==> src/rtl/clock_debouncer_if.sv <==
// Board-side bundle for clock_debouncer: raw switch/button inputs in, slow clocks, ticks and debounced levels out.
// When BTN_PULSE_EN is defined the bundle also carries btnS_pulse/btnR_pulse.
interface clock_debouncer_if;
  logic [7:0] sw;
  logic       btnS;
  logic       btnR;
  logic       clk_1;
  logic       clk_2;
  logic       clk_5;
  logic       clk_100;
  logic       tick_1;
  logic       tick_2;
  logic       tick_5;
  logic       tick_100;
  logic [7:0] sw_db;
  logic       btnS_db;
  logic       btnR_db;
`ifdef BTN_PULSE_EN
  logic       btnS_pulse;
  logic       btnR_pulse;
`endif

  modport master (
    output sw, btnS, btnR,
    input  clk_1, clk_2, clk_5, clk_100,
    input  tick_1, tick_2, tick_5, tick_100,
    input  sw_db, btnS_db, btnR_db
`ifdef BTN_PULSE_EN
    , input btnS_pulse, btnR_pulse
`endif
  );

  modport slave (
    input  sw, btnS, btnR,
    output clk_1, clk_2, clk_5, clk_100,
    output tick_1, tick_2, tick_5, tick_100,
    output sw_db, btnS_db, btnR_db
`ifdef BTN_PULSE_EN
    , output btnS_pulse, btnR_pulse
`endif
  );
endinterface

==> src/rtl/clock_debouncer.sv <==
// Front end of the encrypt/decrypt board: 1/2/5/100 Hz clocks plus ticks, and debounced sw/btnS/btnR.
// Define BTN_PULSE_EN to add one-cycle btnS_pulse/btnR_pulse outputs on debounced button presses.
module clock_debouncer #(
  parameter int CLK_HZ      = 100000000,
  parameter int SW_STABLE   = 1000000,
  parameter int BTN_SAMPLES = 3
) (
  input logic              msclk,
  input logic              rst,
  clock_debouncer_if.slave io
);

  localparam int NDIV    = 4;
  localparam int HALF [NDIV] = '{CLK_HZ / 2, CLK_HZ / 4, CLK_HZ / 10, CLK_HZ / 200};
  localparam int DCW     = $clog2(CLK_HZ / 2 + 1);
  localparam int SCW     = $clog2(SW_STABLE + 1);
  localparam int TICK100 = 3;

  logic [DCW-1:0]  div_cnt_q [NDIV];
  logic [DCW-1:0]  div_cnt_d [NDIV];
  logic [NDIV-1:0] div_clk_q, div_clk_d;
  logic [NDIV-1:0] div_tick_q, div_tick_d;

  // Each divider wraps on H-1; the tick is registered alongside the 0->1 toggle so both rise together.
  always_comb begin
    for (int i = 0; i < NDIV; i++) begin
      div_cnt_d[i]  = div_cnt_q[i] + DCW'(1);
      div_clk_d[i]  = div_clk_q[i];
      div_tick_d[i] = 1'b0;
      if (div_cnt_q[i] == DCW'(HALF[i] - 1)) begin
        div_cnt_d[i]  = '0;
        div_clk_d[i]  = ~div_clk_q[i];
        div_tick_d[i] = ~div_clk_q[i];
      end
    end
  end

  always_ff @(posedge msclk or posedge rst) begin
    if (rst) begin
      for (int i = 0; i < NDIV; i++) begin
        div_cnt_q[i] <= '0;
      end
      div_clk_q  <= '0;
      div_tick_q <= '0;
    end else begin
      for (int i = 0; i < NDIV; i++) begin
        div_cnt_q[i] <= div_cnt_d[i];
      end
      div_clk_q  <= div_clk_d;
      div_tick_q <= div_tick_d;
    end
  end

  // Bit layout of the synchronizer chain: [7:0] sw, [8] btnS, [9] btnR.
  logic [9:0] sync1_q, sync1_d;
  logic [9:0] sync2_q, sync2_d;
  logic [7:0] sw_sync;
  logic [1:0] btn_sync;

  always_comb begin
    sync1_d = {io.btnR, io.btnS, io.sw};
    sync2_d = sync1_q;
  end

  always_ff @(posedge msclk or posedge rst) begin
    if (rst) begin
      sync1_q <= '0;
      sync2_q <= '0;
    end else begin
      sync1_q <= sync1_d;
      sync2_q <= sync2_d;
    end
  end

  assign sw_sync  = sync2_q[7:0];
  assign btn_sync = sync2_q[9:8];

  logic [SCW-1:0] sw_cnt_q [8];
  logic [SCW-1:0] sw_cnt_d [8];
  logic [7:0]     sw_db_q, sw_db_d;

  // A bit only follows after SW_STABLE consecutive disagreeing samples; any agreement restarts the count.
  always_comb begin
    sw_db_d = sw_db_q;
    for (int b = 0; b < 8; b++) begin
      sw_cnt_d[b] = '0;
      if (sw_sync[b] != sw_db_q[b]) begin
        if (sw_cnt_q[b] == SCW'(SW_STABLE - 1)) begin
          sw_db_d[b] = sw_sync[b];
        end else begin
          sw_cnt_d[b] = sw_cnt_q[b] + SCW'(1);
        end
      end
    end
  end

  always_ff @(posedge msclk or posedge rst) begin
    if (rst) begin
      for (int b = 0; b < 8; b++) begin
        sw_cnt_q[b] <= '0;
      end
      sw_db_q <= '0;
    end else begin
      for (int b = 0; b < 8; b++) begin
        sw_cnt_q[b] <= sw_cnt_d[b];
      end
      sw_db_q <= sw_db_d;
    end
  end

  logic [BTN_SAMPLES-1:0] btn_sh_q [2];
  logic [BTN_SAMPLES-1:0] btn_sh_d [2];
  logic [1:0]             btn_db_q, btn_db_d;

  // Buttons are sampled only at 100 Hz; the vote uses the freshly shifted history.
  always_comb begin
    for (int k = 0; k < 2; k++) begin
      btn_sh_d[k] = btn_sh_q[k];
      btn_db_d[k] = btn_db_q[k];
      if (div_tick_q[TICK100]) begin
        btn_sh_d[k] = (btn_sh_q[k] << 1) | BTN_SAMPLES'(btn_sync[k]);
        if (&btn_sh_d[k]) begin
          btn_db_d[k] = 1'b1;
        end else if (~|btn_sh_d[k]) begin
          btn_db_d[k] = 1'b0;
        end
      end
    end
  end

  always_ff @(posedge msclk or posedge rst) begin
    if (rst) begin
      btn_sh_q[0] <= '0;
      btn_sh_q[1] <= '0;
      btn_db_q    <= '0;
    end else begin
      btn_sh_q[0] <= btn_sh_d[0];
      btn_sh_q[1] <= btn_sh_d[1];
      btn_db_q    <= btn_db_d;
    end
  end

`ifdef BTN_PULSE_EN
  logic [1:0] btn_db_dly_q, btn_db_dly_d;
  logic [1:0] btn_pulse_q, btn_pulse_d;

  // Pulse lands the cycle after the debounced level rises; releases are ignored.
  always_comb begin
    btn_db_dly_d = btn_db_q;
    btn_pulse_d  = btn_db_q & ~btn_db_dly_q;
  end

  always_ff @(posedge msclk or posedge rst) begin
    if (rst) begin
      btn_db_dly_q <= '0;
      btn_pulse_q  <= '0;
    end else begin
      btn_db_dly_q <= btn_db_dly_d;
      btn_pulse_q  <= btn_pulse_d;
    end
  end

  assign io.btnS_pulse = btn_pulse_q[0];
  assign io.btnR_pulse = btn_pulse_q[1];
`endif

  assign io.clk_1    = div_clk_q[0];
  assign io.clk_2    = div_clk_q[1];
  assign io.clk_5    = div_clk_q[2];
  assign io.clk_100  = div_clk_q[3];
  assign io.tick_1   = div_tick_q[0];
  assign io.tick_2   = div_tick_q[1];
  assign io.tick_5   = div_tick_q[2];
  assign io.tick_100 = div_tick_q[3];
  assign io.sw_db    = sw_db_q;
  assign io.btnS_db  = btn_db_q[0];
  assign io.btnR_db  = btn_db_q[1];

endmodule

==> src/flat_wrapper.sv <==
// flat-port wrapper written by rule: the top's interface ports become plain ports
module clock_debouncer_flat 
#(
  parameter int CLK_HZ      = 100000000,
  parameter int SW_STABLE   = 1000000,
  parameter int BTN_SAMPLES = 3
)
  (msclk, rst, io_sw, io_btnS, io_btnR, io_clk_1, io_clk_2, io_clk_5, io_clk_100, io_tick_1, io_tick_2, io_tick_5, io_tick_100, io_sw_db, io_btnS_db, io_btnR_db);
  clock_debouncer_if io_i ();
  input logic msclk;
  input logic rst;
  input wire logic [$bits(io_i.sw)-1:0] io_sw;
  input wire logic [$bits(io_i.btnS)-1:0] io_btnS;
  input wire logic [$bits(io_i.btnR)-1:0] io_btnR;
  output wire logic [$bits(io_i.clk_1)-1:0] io_clk_1;
  output wire logic [$bits(io_i.clk_2)-1:0] io_clk_2;
  output wire logic [$bits(io_i.clk_5)-1:0] io_clk_5;
  output wire logic [$bits(io_i.clk_100)-1:0] io_clk_100;
  output wire logic [$bits(io_i.tick_1)-1:0] io_tick_1;
  output wire logic [$bits(io_i.tick_2)-1:0] io_tick_2;
  output wire logic [$bits(io_i.tick_5)-1:0] io_tick_5;
  output wire logic [$bits(io_i.tick_100)-1:0] io_tick_100;
  output wire logic [$bits(io_i.sw_db)-1:0] io_sw_db;
  output wire logic [$bits(io_i.btnS_db)-1:0] io_btnS_db;
  output wire logic [$bits(io_i.btnR_db)-1:0] io_btnR_db;
  assign io_i.sw = io_sw;
  assign io_i.btnS = io_btnS;
  assign io_i.btnR = io_btnR;
  assign io_clk_1 = io_i.clk_1;
  assign io_clk_2 = io_i.clk_2;
  assign io_clk_5 = io_i.clk_5;
  assign io_clk_100 = io_i.clk_100;
  assign io_tick_1 = io_i.tick_1;
  assign io_tick_2 = io_i.tick_2;
  assign io_tick_5 = io_i.tick_5;
  assign io_tick_100 = io_i.tick_100;
  assign io_sw_db = io_i.sw_db;
  assign io_btnS_db = io_i.btnS_db;
  assign io_btnR_db = io_i.btnR_db;
  clock_debouncer #(.CLK_HZ(CLK_HZ), .SW_STABLE(SW_STABLE), .BTN_SAMPLES(BTN_SAMPLES)) u_core (.msclk(msclk), .rst(rst), .io(io_i));
endmodule
==> config.mk <==
export PLATFORM = sky130hd
export DESIGN_NAME = clock_debouncer_flat
export DESIGN_NICKNAME = d
export VERILOG_FILES = /design/src/rtl/clock_debouncer_if.sv /design/src/rtl/clock_debouncer.sv /design/src/flat_wrapper.sv
export SDC_FILE = /design/constraint.sdc
export NUM_CORES = 1
export LEC_CHECK = 0
export CAP_MARGIN = 5
export CORE_ASPECT_RATIO = 1.25
export CORE_UTILIZATION = 55
export DETAILED_ROUTE_END_ITERATION = 7
export PLACE_DENSITY_LB_ADDON = 0.3
export SYNTH_ARGS = -nofsm -noshare
export SYNTH_HDL_FRONTEND = slang
export SYNTH_SLANG_ARGS = --single-unit
==> constraint.sdc <==
create_clock -name msclk -period 20.3 [get_ports msclk]
set_input_delay 6.09 -clock msclk [delete_from_list [all_inputs] [get_ports msclk]]
set_output_delay 6.09 -clock msclk [all_outputs]
set_load 0.05 [all_outputs]
### After elaboration in Yosys (flattened, before gate mapping)

Cells that the tools add are included.

* flip-flop bits (word level): 306
* input port bits: 12
* output and inout bits: 18
* logic and storage cells: 113

* $add $sub $neg: 12
* equal/unequal tests: 22
* muxes and demuxes: 28
* bitwise operators: 6
* reduce and logical (&&, ||, !) cells: 14

Operators by type and width (count)
* $mux 20: 16
* $add 20x1->20 const B: 8
* $eq 20x20->1 const B: 8
* $add 26x1->26 const B: 4
* $mux 26: 4
* $eq 26x19->1 const B: 1
* $eq 26x24->1 const B: 1
* $eq 26x25->1 const B: 1
* $eq 26x26->1 const B: 1
* $reduce_and 2->1: 10
* $mux 1: 8
* $ne 1x1->1: 8
* $or 3x1->3: 2
* $reduce_and 3->1: 2
* $reduce_or 3->1: 2
* $ne 2x1->1 const B: 2
* $not 1->1: 4

### Longest topological paths before layout

* depth in word-level cells: 4
* mapped depth: 6
* mapped depth without buffers: 5

### Worst setup path after synthesis

OpenSTA, ideal clock, no wires.

* kind: register to output
* from: register u_core.div_clk_q[1]
* to: output port io_clk_2
* arrival: 0.628 ns
* required time: 14.210 ns
* setup slack: 13.582 ns
* stages on the path, launching flop included: 1
* buffers on the path: 0
* cell sequence: dfrtp_1

RTL lines
* start, declared: line clock_debouncer.sv:21 `logic [NDIV-1:0] div_clk_q, div_clk_d;`
* start signal, assigned: line clock_debouncer.sv:49 `div_clk_q <= div_clk_d;`
* end, declared: line flat_wrapper.sv:16 `output wire logic [$bits(io_i.clk_2)-1:0] io_clk_2;`

No word-level cell between the ends.

### Worst setup path in the final report

* from: register u_core.div_tick_q[3]
* to: output port io_tick_100

RTL lines
* start, declared: line clock_debouncer.sv:22 `logic [NDIV-1:0] div_tick_q, div_tick_d;`
* start signal, assigned: line clock_debouncer.sv:50 `div_tick_q <= div_tick_d;`
* end, declared: line flat_wrapper.sv:22 `output wire logic [$bits(io_i.tick_100)-1:0] io_tick_100;`

No word-level cell between the ends.

==> results by group <==
Run status
  – Status: finished, final reports clean

Synthesis
  – Synth cell count leaders: dfrtp_1, nor2_1, xnor2_1
  – Yosys cell types: 47
  – Register area share after synthesis: 0.532
  – Post-synth EDFFs: 0
  – FF+latch count, synth: around 310
  – Post-synth top area share: 0.532
  – Cell taking the most area after synthesis: dfrtp_1
  – Synth async-reset ratio: 1.00
  – Xor/xnor cell area share of the yosys netlist: 0.108
  – Yosys warns: 0
  – Main flop type after synthesis: dfrtp_1
  – Post-synthesis compound-gate area fraction: 0.0633
  – Combinational family with the most area after synthesis: simple AND/OR/NAND/NOR gates
  – Count leader, synth: dfrtp_1
  – Post-Syn Nets: 1438
  – Post-synthesis mux area share: 0.0122
  – Mapped Cells: approximately 1400
  – Simple-gate share of the synthesized area: 0.251
  – Post-synthesis cell area: around 0.014 mm²
  – Largest cells by area after synthesis: dfrtp_1, xnor2_1, xor2_1, nor2_1, nand3_1
  – Synth Area in Adders: 0.0104
  – Mapped Avg Cell Area: between 10 and 15 µm²

Clock tree
  – TritonCTS clock tree: yes
  – CTS resizes: 0
  – CTS max path bufs: 3
  – Clk_lat worst skew: 0.55 ns
  – Sink Count: around 310
  – Hold_buf cts: 0
  – Reg clk slew, reported paths: approximately 0.060 ns
  – Clock root buffer: clkbuf_16
  – Post-CTS setup buffer count: 0
  – CTS Buf Count: 30
  – H-tree depth: 1

Floorplanning
  – Die X: around 150 µm
  – Initial Util: 0.565
  – Ports: 30
  – Chip height: about 180 µm
  – Core area: around 0.025 mm²
  – Die area: between 0.02 and 0.03 mm²
  – Rows: 65

Power and ir drop
  – Pleak: between 6 and 7 nW
  – P_int: slightly below 0.001 W
  – Max IR drop VDD: approximately 90 µV
  – Gate power share: 0.023
  – Switching Fraction: 0.205
  – Power, Total: around 0.0012 W
  – PD cells: approximately 77 mW/mm²
  – NetSw: 0.000256 W
  – Seq pwr share: 0.498
  – Clk pwr share: 0.479

STA
  – Tcrit/Tclk final: 0.395
  – Setup ws final: 12.28 ns
  – Max frequency: ~120 MHz
  – RSZ-0062 raised after global routing: false
  – Final setup fails: 0
  – Setup TNS: 0 ns
  – Max-slew violations: 0
  – Tmin final: roughly 8.0 ns
  – Rel. slew slack: 0.236
  – Slew @ Worst Pin: between 1 and 1.5 ns
  – Final Hold Vio Count: 0
  – Layout Skew: around 0.009 ns
  – Hold WS: 0.348 ns

Routing
  – Vias: 10400
  – Mean routed wirelength per cell: between 10 and 15 µm
  – Drt pass-1 iters: 5
  – Initial DRC count: around 500
  – Vias per Instance: 5.76
  – Post-DRT Antenna Nets: 0
  – Aggregate routed wire length: approximately 26000 µm
  – # DRC: 0

Cells and area
  – Layout cells sized above 1: 0.0678
  – Design area: around 0.016 mm²
  – Ant. Diodes: 0
  – Final nets: 1475
  – Area grow syn2layout: 12.2%

Global route
  – Antenna violations before repair: 0
  – Number of global-route vias before repair: 10300
  – Total GRT Usage: 0.202
  – Largest net degree at the start of global routing: approximately 170
  – First-pass GRT wire length: roughly 46000 µm
  – Global route overflow: 0

Worst setup path
  – CP delay by family, top: buffers and inverters
  – CP max FO: 9
  – Type of origin of the critical path: flop
  – Crit Path Category: flop to primary output
  – Buf/Inv on CP: 1
  – Req. time, crit path: around 14 ns
  – Slowest stage cell, crit path: clkdlybuf4s50_1
  – Critical Path AT: 1.93 ns
  – Crit. End Element: primary output
  – CP cell instances: clkdlybuf4s50_1
  – Worst stage delay on the critical path: approximately 0.86 ns

Place
  – Final RePlAce weighted congestion: 0.811
  – PortBufs: 29
  – Placement Setup Slack: ~12 ns
  – Placement Cell Area: 0.0150 mm²
  – Post-DP HPWL: 16800 µm

Min path
  – Hold Crit Class: flop to flop

Job
  – Max-Cap Viols: 0
==> cells in the final DEF, fill, tap and decap left out, drive strengths merged, types with 5 or more instances in the layout <==
master and count:
or4 41, nor3 52, o21ai 45, ha 12, xor2 75, nand2 85, xnor2 103, clkdlybuf4s50 29
nand4 63, a21oi 70, inv 45, nor2 162, mux2 12, and2 16, nand4b 8, nor4 32
dfrtp 306, buf 9, or3 39, and4 16, clkinv 8, or4b 8, o31ai 34, bufinv 5
clkbuf 42, and3 29, nor4b 9, nand3 97
==> flip-flops by register name, indices dropped and copies added (netlist names) <==
name / flops
u_core.sw_cnt_q: 160
u_core.div_cnt_q: 104
u_core.sync1_q: 10
u_core.sync2_q: 10
u_core.io.sw_db: 8
u_core.btn_sh_q: 4
u_core.div_clk_q: 4
u_core.div_tick_q: 4
u_core.btn_db_q: 2
==> metrics by stage <==
| step | util | cells |
|---|---|---|
| 3_3_place_gp | 0.591 | 1754 |
| 4_1_cts | 0.634 | 1810 |
| 3_5_place_dp | 0.591 | 1754 |
| 5_1_grt | 0.634 | 1810 |
| 6_report | 0.634 | 1810 |
| 2_1_floorplan | - | 1414 |
==> final timing paths <==
check                                       end  cells past startpoint                 start  slack [ns]
setup reg to reg           u_core.sw_cnt_q[153]                      5  u_core.sw_cnt_q[148]       17.56
max in group asynchronous   u_core.sw_cnt_q[56]                      3                   rst       12.77
hold / removal                u_core.sync2_q[9]                      0     u_core.sync1_q[9]        0.35
hold reg to reg               u_core.sync2_q[9]                      0     u_core.sync1_q[9]        0.35
setup / recovery                    io_tick_100                      1  u_core.div_tick_q[3]       12.28
min in group asynchronous   u_core.sw_cnt_q[84]                      2                   rst        6.16
==> power by group through the flow <==
stage	sequential [W]	clock, W	combinational, W
2_1_floorplan	0.000631	0	0.0000204
3_3_place_gp	0.000632	0	0.0000291
3_5_place_dp	0.000633	0	0.0000296
4_1_cts	0.000621	0.000612	0.0000297
5_1_grt	0.000622	0.000640	0.0000336
6_report	0.000621	0.000597	0.0000283
==> cells by family after synthesis <==
group / after synthesis
and+or+nand+nor: 671
AOI/OAI and AO/OA: 154
adders and majority gates: 12
buffers and inverters: 77
DFF: 306
muxes: 16
xor gates and xnor gates: 178
==> area by class of cell <==
cell class              count  area, µm²
fillers                  2023       9330
flip-flops and latches    306       7660
multi-input cells        1031       6420
clock buffers              42        887
well taps                 335        419
repair buffers             38        370
clock inverters            14        203
inverters                  44        173
==> metal layers <==
layer | wire (µm) | vias to the layer above | global-route usage
met2 | 12900 | 142 | 0.355
met5 | 0 | - | 0
met4 | 445 | 0 | 0.0521
met3 | 768 | 34 | 0.0241
li1 | - | 5134 | -
met1 | 12000 | 5118 | 0.266
No activity file was read; power rests on OpenSTA's default activity.
